===== src/rtl/vga_timing.sv =====
// vga_timing: raster timing generator for the VGA output path.
// Counts pixel clocks into a horizontal/vertical position. It drives sync,
// active-video and line/frame pulses aligned with that position, plus a
// "fetch" view that runs one cycle ahead for consumers with a 1-cycle lookup.
//
// Ports:
//   clk          pixel clock
//   reset        asynchronous, active-high
//   Hsync/Vsync  sync outputs, asserted level = SYNC_POL
//   active       current position is inside the visible area
//   pixel_x/y    current raster position
//   fetch_valid  next cycle's position is visible
//   fetch_x/y    next cycle's raster position
//   line_start   pulse at pixel_x == 0
//   frame_start  pulse at pixel_x == 0 and pixel_y == 0
//   frame_count  frames started since reset, free-running 8-bit
module vga_timing #(
    parameter int unsigned H_ACTIVE = 640,
    parameter int unsigned H_FP     = 16,
    parameter int unsigned H_SYNC   = 96,
    parameter int unsigned H_BP     = 48,
    parameter int unsigned V_ACTIVE = 480,
    parameter int unsigned V_FP     = 10,
    parameter int unsigned V_SYNC   = 2,
    parameter int unsigned V_BP     = 33,
    parameter logic        SYNC_POL = 1'b0
) (
    input  logic       clk,
    input  logic       reset,
    output logic       Hsync,
    output logic       Vsync,
    output logic       active,
    output logic [9:0] pixel_x,
    output logic [9:0] pixel_y,
    output logic       fetch_valid,
    output logic [9:0] fetch_x,
    output logic [9:0] fetch_y,
    output logic       line_start,
    output logic       frame_start,
    output logic [7:0] frame_count
);

    localparam int unsigned CW      = 10;
    localparam int unsigned H_TOTAL = H_ACTIVE + H_FP + H_SYNC + H_BP;
    localparam int unsigned V_TOTAL = V_ACTIVE + V_FP + V_SYNC + V_BP;

    localparam logic [CW-1:0] H_LAST    = CW'(H_TOTAL - 1);
    localparam logic [CW-1:0] V_LAST    = CW'(V_TOTAL - 1);
    localparam logic [CW-1:0] H_VIS     = CW'(H_ACTIVE);
    localparam logic [CW-1:0] V_VIS     = CW'(V_ACTIVE);
    localparam logic [CW-1:0] HS_FIRST  = CW'(H_ACTIVE + H_FP);
    localparam logic [CW-1:0] HS_LAST   = CW'(H_ACTIVE + H_FP + H_SYNC - 1);
    localparam logic [CW-1:0] VS_FIRST  = CW'(V_ACTIVE + V_FP);
    localparam logic [CW-1:0] VS_LAST   = CW'(V_ACTIVE + V_FP + V_SYNC - 1);

    logic [CW-1:0] next_x;
    logic [CW-1:0] next_y;
    logic [CW-1:0] after_x;
    logic [CW-1:0] after_y;
    logic          next_active;
    logic          after_active;
    logic          next_hs;
    logic          next_vs;
    logic          next_line;
    logic          next_frame;

    // Position one edge ahead (what pixel_* become) and two edges ahead
    // (what fetch_* become), both with line and frame wrap.
    always_comb begin
        next_x       = pixel_x + CW'(1);
        next_y       = pixel_y;
        if (pixel_x == H_LAST) begin
            next_x = '0;
            next_y = (pixel_y == V_LAST) ? '0 : pixel_y + CW'(1);
        end

        after_x      = next_x + CW'(1);
        after_y      = next_y;
        if (next_x == H_LAST) begin
            after_x = '0;
            after_y = (next_y == V_LAST) ? '0 : next_y + CW'(1);
        end

        next_active  = (next_x < H_VIS) && (next_y < V_VIS);
        after_active = (after_x < H_VIS) && (after_y < V_VIS);
        next_hs      = (next_x >= HS_FIRST) && (next_x <= HS_LAST);
        next_vs      = (next_y >= VS_FIRST) && (next_y <= VS_LAST);
        next_line    = (next_x == '0);
        next_frame   = next_line && (next_y == '0);
    end

    // Reset parks the raster on the last position so the first edge after
    // release lands on (0,0) with a frame_start.
    always_ff @(posedge clk or posedge reset) begin
        if (reset) begin
            pixel_x     <= H_LAST;
            pixel_y     <= V_LAST;
            fetch_x     <= '0;
            fetch_y     <= '0;
            fetch_valid <= 1'b1;
            active      <= 1'b0;
            Hsync       <= ~SYNC_POL;
            Vsync       <= ~SYNC_POL;
            line_start  <= 1'b0;
            frame_start <= 1'b0;
            frame_count <= '0;
        end else begin
            pixel_x     <= next_x;
            pixel_y     <= next_y;
            fetch_x     <= after_x;
            fetch_y     <= after_y;
            fetch_valid <= after_active;
            active      <= next_active;
            Hsync       <= next_hs ? SYNC_POL : ~SYNC_POL;
            Vsync       <= next_vs ? SYNC_POL : ~SYNC_POL;
            line_start  <= next_line;
            frame_start <= next_frame;
            if (next_frame) begin
                frame_count <= frame_count + 8'd1;
            end
        end
    end

endmodule


===== config.mk =====
export PLATFORM = sky130hd
export DESIGN_NAME = vga_timing
export DESIGN_NICKNAME = d
export VERILOG_FILES = /design/src/rtl/vga_timing.sv
export SDC_FILE = /design/constraint.sdc
export NUM_CORES = 1
export LEC_CHECK = 0
export ABC_AREA = 1
export CORE_MARGIN = 1.5
export CORE_UTILIZATION = 58
export CTS_CLUSTER_DIAMETER = 120
export DETAILED_ROUTE_END_ITERATION = 10
export PLACE_DENSITY = 0.95
export SYNTH_ARGS = -nofsm -noshare
export SYNTH_HDL_FRONTEND = slang
export SYNTH_SLANG_ARGS = --single-unit

===== constraint.sdc =====
create_clock -name clk -period 3.4 [get_ports clk]
set_input_delay 0.51 -clock clk [delete_from_list [all_inputs] [get_ports clk]]
set_output_delay 0.51 -clock clk [all_outputs]
set_load 0.05 [all_outputs]

Yosys cells after proc, flatten, opt, wreduce, memory -nomap -nowiden
Cells that the tools add are included.
- register bits after elaboration: 54
- input port bits: 2
- output and inout bits: 54
- word-level logic and storage cells: 43
- add/sub/neg operators: 5
- magnitude comparators: 8
- equality and inequality tests: 4
- multiplexer cells: 8
- reduce and logical (&&, ||, !) cells: 7
- operators by type and width (cell ; count):
    10-bit two-way mux ; 6
    10-bit by 1-bit adder with 10-bit output (second input constant) ; 4
    10-bit equality test (second input constant) ; 4
    10-bit logical NOT ; 2
    10-bit less-than comparator (second input constant) ; 2
    10-bit by 9-bit less-than comparator with 1-bit output (second input constant) ; 2
    10-bit greater-or-equal comparator (second input constant) ; 1
    10-bit by 9-bit greater-or-equal comparator with 1-bit output (second input constant) ; 1
    10-bit less-or-equal comparator (second input constant) ; 1
    10-bit by 9-bit less-or-equal comparator with 1-bit output (second input constant) ; 1
    8-bit by 1-bit adder with 8-bit output (second input constant) ; 1
    1-bit logical AND ; 5
    1-bit two-way mux ; 2

Depth between registers and ports, before layout
- depth after elaboration: 8
- mapped depth: 18
- depth with buffers taken out: 18

Worst setup path after synthesis
OpenSTA, ideal clock, no wires.
- path type: register to register
- start: register pixel_x[1]
- end: register frame_count[0]
- library setup time: 0.144 ns
- arrival time: 2.428 ns
- required time: 3.256 ns
- path slack: 0.828 ns
- stages on the path, launching flop included: 15
- path buffers: 1
- clock period less this slack: 2.572 ns
- cell sequence: dfstp_2 ha_1 nand2_4 nor2_8 inv_1 nor2_4 nand3_1 nand2_1 inv_1 ha_1 nand2_1 nor2_1 and3_1 buf_6 xor2_2
- longest elaborated chain between the ends: 4
- elaborated cells between the ends (all ways): 7
- classes of those cells: add/sub (1); eq/ne (1); mux (2); reduce/logical (3)
- RTL lines (item ; RTL line ; RTL):
    start, declared ; 33 ; output logic [9:0] pixel_x,
    start signal, assigned ; 108 ; pixel_x <= next_x;
    10-bit equality test ; 72 ; if (pixel_x == H_LAST) begin
    10-bit two-way mux ; 72 ;
    net next_y[0] ; 57 ; logic [CW-1:0] next_y;
    10-bit logical NOT ; 89 ; next_frame = next_line && (next_y == '0);
    1-bit logical AND ; 89 ;
    net next_frame ; 65 ; logic next_frame;
    end signal, assigned ; 119 ; frame_count <= frame_count + 8'd1;
    end, declared ; 40 ; output logic [7:0] frame_count
The timed path passes the listed nets, and every way through them passes these cells.
A chain may end at the register's enable or synchronous reset.

Final worst setup path
- start: register pixel_x[1]
- end: register fetch_valid
- longest elaborated chain between the ends: 7
- elaborated cells between the ends (all ways): 14
- classes of those cells: add/sub (3); order compare (2); eq/ne (3); mux (5); reduce/logical (1)
- RTL lines (item ; RTL line ; RTL):
    10-bit equality test * ; 72 ;
    10-bit two-way mux * ; 72 ;
    net next_y[1] ; 57 ;
    10-bit by 1-bit adder with 10-bit output or 10-bit equality test (tied branches) ; 81 ; after_y = (next_y == V_LAST) ? '0 : next_y + CW'(1);
    10-bit two-way mux ; 81 ;
    10-bit two-way mux * ; 79 ; if (next_x == H_LAST) begin
    10-bit by 9-bit less-than comparator with 1-bit output * ; 85 ; after_active = (after_x < H_VIS) && (after_y < V_VIS);
    1-bit logical AND * ; 85 ;
    net after_active ; 61 ; logic after_active;
    end signal, assigned ; 112 ; fetch_valid <= after_active;
    end, declared ; 35 ; output logic fetch_valid,
The timed path passes the listed nets; every way through them passes the cells marked *.

==> results.sh <==
export IMPL_first_global_vias=2884
export IMPL_core_area_um2=5470
export IMPL_post_cts_setup_buffers=0
export IMPL_grt_pass1_wl_um=13100
export IMPL_synthSimpleGateAreaFrac=0.382
export IMPL_io_pins=56
export IMPL_clk_pin_slew_ns=0.09
export IMPL_worst_pin_slew_ns=0.515
export IMPL_cts_tree="done"
export IMPL_cp_required_ns=3.65
export IMPL_instances_no_fill=559
export IMPL_max_freq_mhz=354
export IMPL_routed_wl_um=7820
export IMPL_die_h_um=78.2
export IMPL_holdBufCountCts=0
export IMPL_wire_per_inst_um=14.0
export IMPL_nNetsFinal=495
export IMPL_cts_root_buffer="clkbuf_8"
export IMPL_synthCells=428
export IMPL_relSlewSlack=0.655
export IMPL_yosysWarnings=0
export IMPL_post_route_period_util=0.830
export IMPL_grt_use_total=0.267
export IMPL_ctsHtreeMaxLevel=2
export IMPL_netlist_area_um2=3280
export IMPL_io_buffers=55
export IMPL_vias=3084
export IMPL_clock_sinks=54
export IMPL_critPathArrivalTime_ns=3.08
export IMPL_antenna_cells=0
export IMPL_min_period_ns=2.82
export IMPL_antenna_found_initial=0
export IMPL_outcome="complete, no violations"
export IMPL_syn_to_final_growth_pct=21.8
export IMPL_grt_overflow_total=0
export IMPL_clock_path_buffers=2
export IMPL_cts_resized=0
export IMPL_ys_ff_latch=54
export IMPL_drive_gt1_frac=0.129
export IMPL_synth_avg_cell_area_um2=7.67
export IMPL_fp_row_count=27
export IMPL_p_per_area_nw_per_um2=274
export IMPL_hpwl_um=5850
export IMPL_synth_adder_area_share=0.0267
export IMPL_finalClockSkew_ns=0.00586
export IMPL_setup_viol=0
export IMPL_die_area_um2=6120
export IMPL_hold_viol_final=0
export IMPL_die_x_um=78.2
export IMPL_synth_area_mux_share=0
export IMPL_cp_start_kind="flop"
export IMPL_dr_pass1_iters=5
export IMPL_worst_setup_path_type="reg -> reg"
export IMPL_setup_tns_ns=0
export IMPL_drc=0
export IMPL_detail_route_antenna_nets=0
export IMPL_cts_buffers=5
export IMPL_drv_slew=0
export IMPL_drv_cap=0
export IMPL_drtIter0Drc=283
export IMPL_synth_xor_area_share=0.0316
export IMPL_crit_path_max_fanout=8
export IMPL_rsz0062_at_grt="false"
export IMPL_yosys_cell_types_count=38
export IMPL_hold_path_class="in -> async"
export IMPL_routabilityCongestion=0.918
export IMPL_cp_startpoint="pixel_x[1]$_DFF_PP1_"
export IMPL_viasPerCell=5.52
export IMPL_start_util=0.600
export IMPL_yosysSeqAreaShare=0.417
export IMPL_r2r_start="pixel_x[1]$_DFF_PP1_"
export IMPL_placed_cells=551
export IMPL_grt_max_degree=36
export IMPL_syn_num_nets=437
export IMPL_ir_drop_uv=165
export IMPL_p_leak_nw=2.00
export IMPL_synth_compound_area_frac=0.0423
export IMPL_synth_top_family_by_area="simple AND/OR/NAND/NOR gates"
export IMPL_cp_end_kind="flop"
export IMPL_clkLatencyLatePin_ns=0.31
layer usage:
layer	vias to the layer above	GRT usage	part of all wire
met5	-	0	0
met2	134	0.458	0.47
li1	1458	-	-
met3	38	0.0326	0.060
met4	0	0.0964	0.032
met1	1454	0.348	0.43
cells in the mapped netlist, drive strengths merged:
library cell | n | area, um2
nand2 | 128 | 515
inv | 72 | 270
nand3 | 49 | 310
nor2 | 47 | 235
dfrtp | 41 | 1030
nand4 | 18 | 125
o21ai | 18 | 90.1
dfstp | 13 | 342
ha | 7 | 87.6
a21oi | 6 | 33.8
xor2 | 6 | 60.1
xnor2 | 5 | 43.8
buf | 4 | 41.3
nor3 | 4 | 36.3
and3 | 2 | 12.5
clkinv | 2 | 12.5
a2111oi | 1 | 8.76
a31oi | 1 | 6.26
clkbuf | 1 | 5.00
nand3b | 1 | 7.51
nor4 | 1 | 6.26
or2 | 1 | 6.26
layout make-up:
class / count / area, um2
Timing Repair Buffer: 56 / 558
Clock buffer: 5 / 68.8
Tap cell: 72 / 90.1
Multi-Input combinational cell: 295 / 1590
Sequential cell: 54 / 1370
Fill cell: 439 / 1480
Clock inverter: 3 / 43.8
Inverter: 74 / 283
stage by stage:
step                utilization  hold slack [ns]  total power [mW]  setup slack [ns]  cell area (um2)
global placement          0.710            0.522             0.669             0.742             3880
CTS                       0.730            0.514              1.10             0.604             4000
detailed placement        0.710            0.541             0.670             0.670             3880
finish                    0.730            0.499              1.09             0.577             4000
global route              0.730            0.526              1.13             0.327             4000
floorplan                     -            0.722             0.664             0.828             3280
registers in the layout, indices dropped and copies added, names as in the netlist:
signal	cells
Hsync	1
Vsync	1
active	1
fetch_valid	1
fetch_x	10
fetch_y	10
frame_count	8
frame_start	1
line_start	1
pixel_x	10
pixel_y	10
power breakdown:
| part | internal, mW | total [mW] | switching, mW |
|---|---|---|---|
| clock | 0.221 | 0.437 | 0.216 |
| sequential | 0.643 | 0.643 | 0 |
| combinational | 0.00186 | 0.0140 | 0.0121 |
| total | 0.865 | 1.09 | 0.228 |
worst paths after layout:
kind | to | slack, ns | cells past startpoint
max in group asynchronous | pixel_y[2]$_DFF_PP1_ | 2.09 | 3
min | fetch_x[9]$_DFF_PP0_ | 0.50 | 2
min reg2reg | frame_count[7]$_DFFE_PP0P_ | 0.56 | 2
min in group clk | frame_count[7]$_DFFE_PP0P_ | 0.56 | 2
max reg2reg | fetch_valid$_DFF_PP1_ | 0.58 | 17
max | fetch_valid$_DFF_PP1_ | 0.58 | 17
critical path: stages, from the launching register on:
cell and delay (ns):
dfstp_2 0.59, ha_1 0.22, nand2_4 0.11, nor2_8 0.19, inv_1 0.11, nor2_4 0.18, nand3_1 0.08, nand2_1 0.17
ha_1 0.26, nand3_1 0.11, nor2_2 0.17, nand2_1 0.08, nand2_1 0.07, nand2_1 0.07, nor2_1 0.11, nand3_1 0.11
nand2_1 0.09, inv_1 0.04
cell usage in the layout (no fill, tap or decap), types with 2 or more instances in the layout:
| master | Yosys | final |
|---|---|---|
| nand2_2 | 8 | 8 |
| nor2_4 | 4 | 4 |
| and3_1 | 2 | 2 |
| nand3_1 | 39 | 39 |
| nand3_2 | 8 | 8 |
| nor2_2 | 5 | 5 |
| nand3_4 | 2 | 2 |
| clkbuf_8 | 0 | 5 |
| xor2_1 | 5 | 5 |
| nor2_1 | 37 | 37 |
| ha_1 | 7 | 7 |
| nand2_4 | 2 | 2 |
| o21ai_1 | 5 | 5 |
| nand4_1 | 16 | 16 |
| a21oi_1 | 5 | 5 |
| inv_1 | 69 | 68 |
| dfrtp_1 | 41 | 41 |
| nor3_1 | 2 | 2 |
| nand2_1 | 118 | 118 |
| xnor2_1 | 5 | 5 |
| nand4_2 | 2 | 2 |
| clkdlybuf4s50_1 | 0 | 55 |
| dfstp_2 | 13 | 13 |
| inv_2 | 3 | 4 |
| o21ai_0 | 13 | 13 |
kinds of logic after synthesis:
| group | Yosys count |
|---|---|
| adder cells (fa/ha/maj) | 7 |
| buffers and inverters | 79 |
| AND/OR/NAND/NOR | 251 |
| XOR/XNOR | 11 |
| AO/OA/AOI/OAI | 26 |
| flip-flops | 54 |
Note: power is estimated with default switching activity, not from simulation.
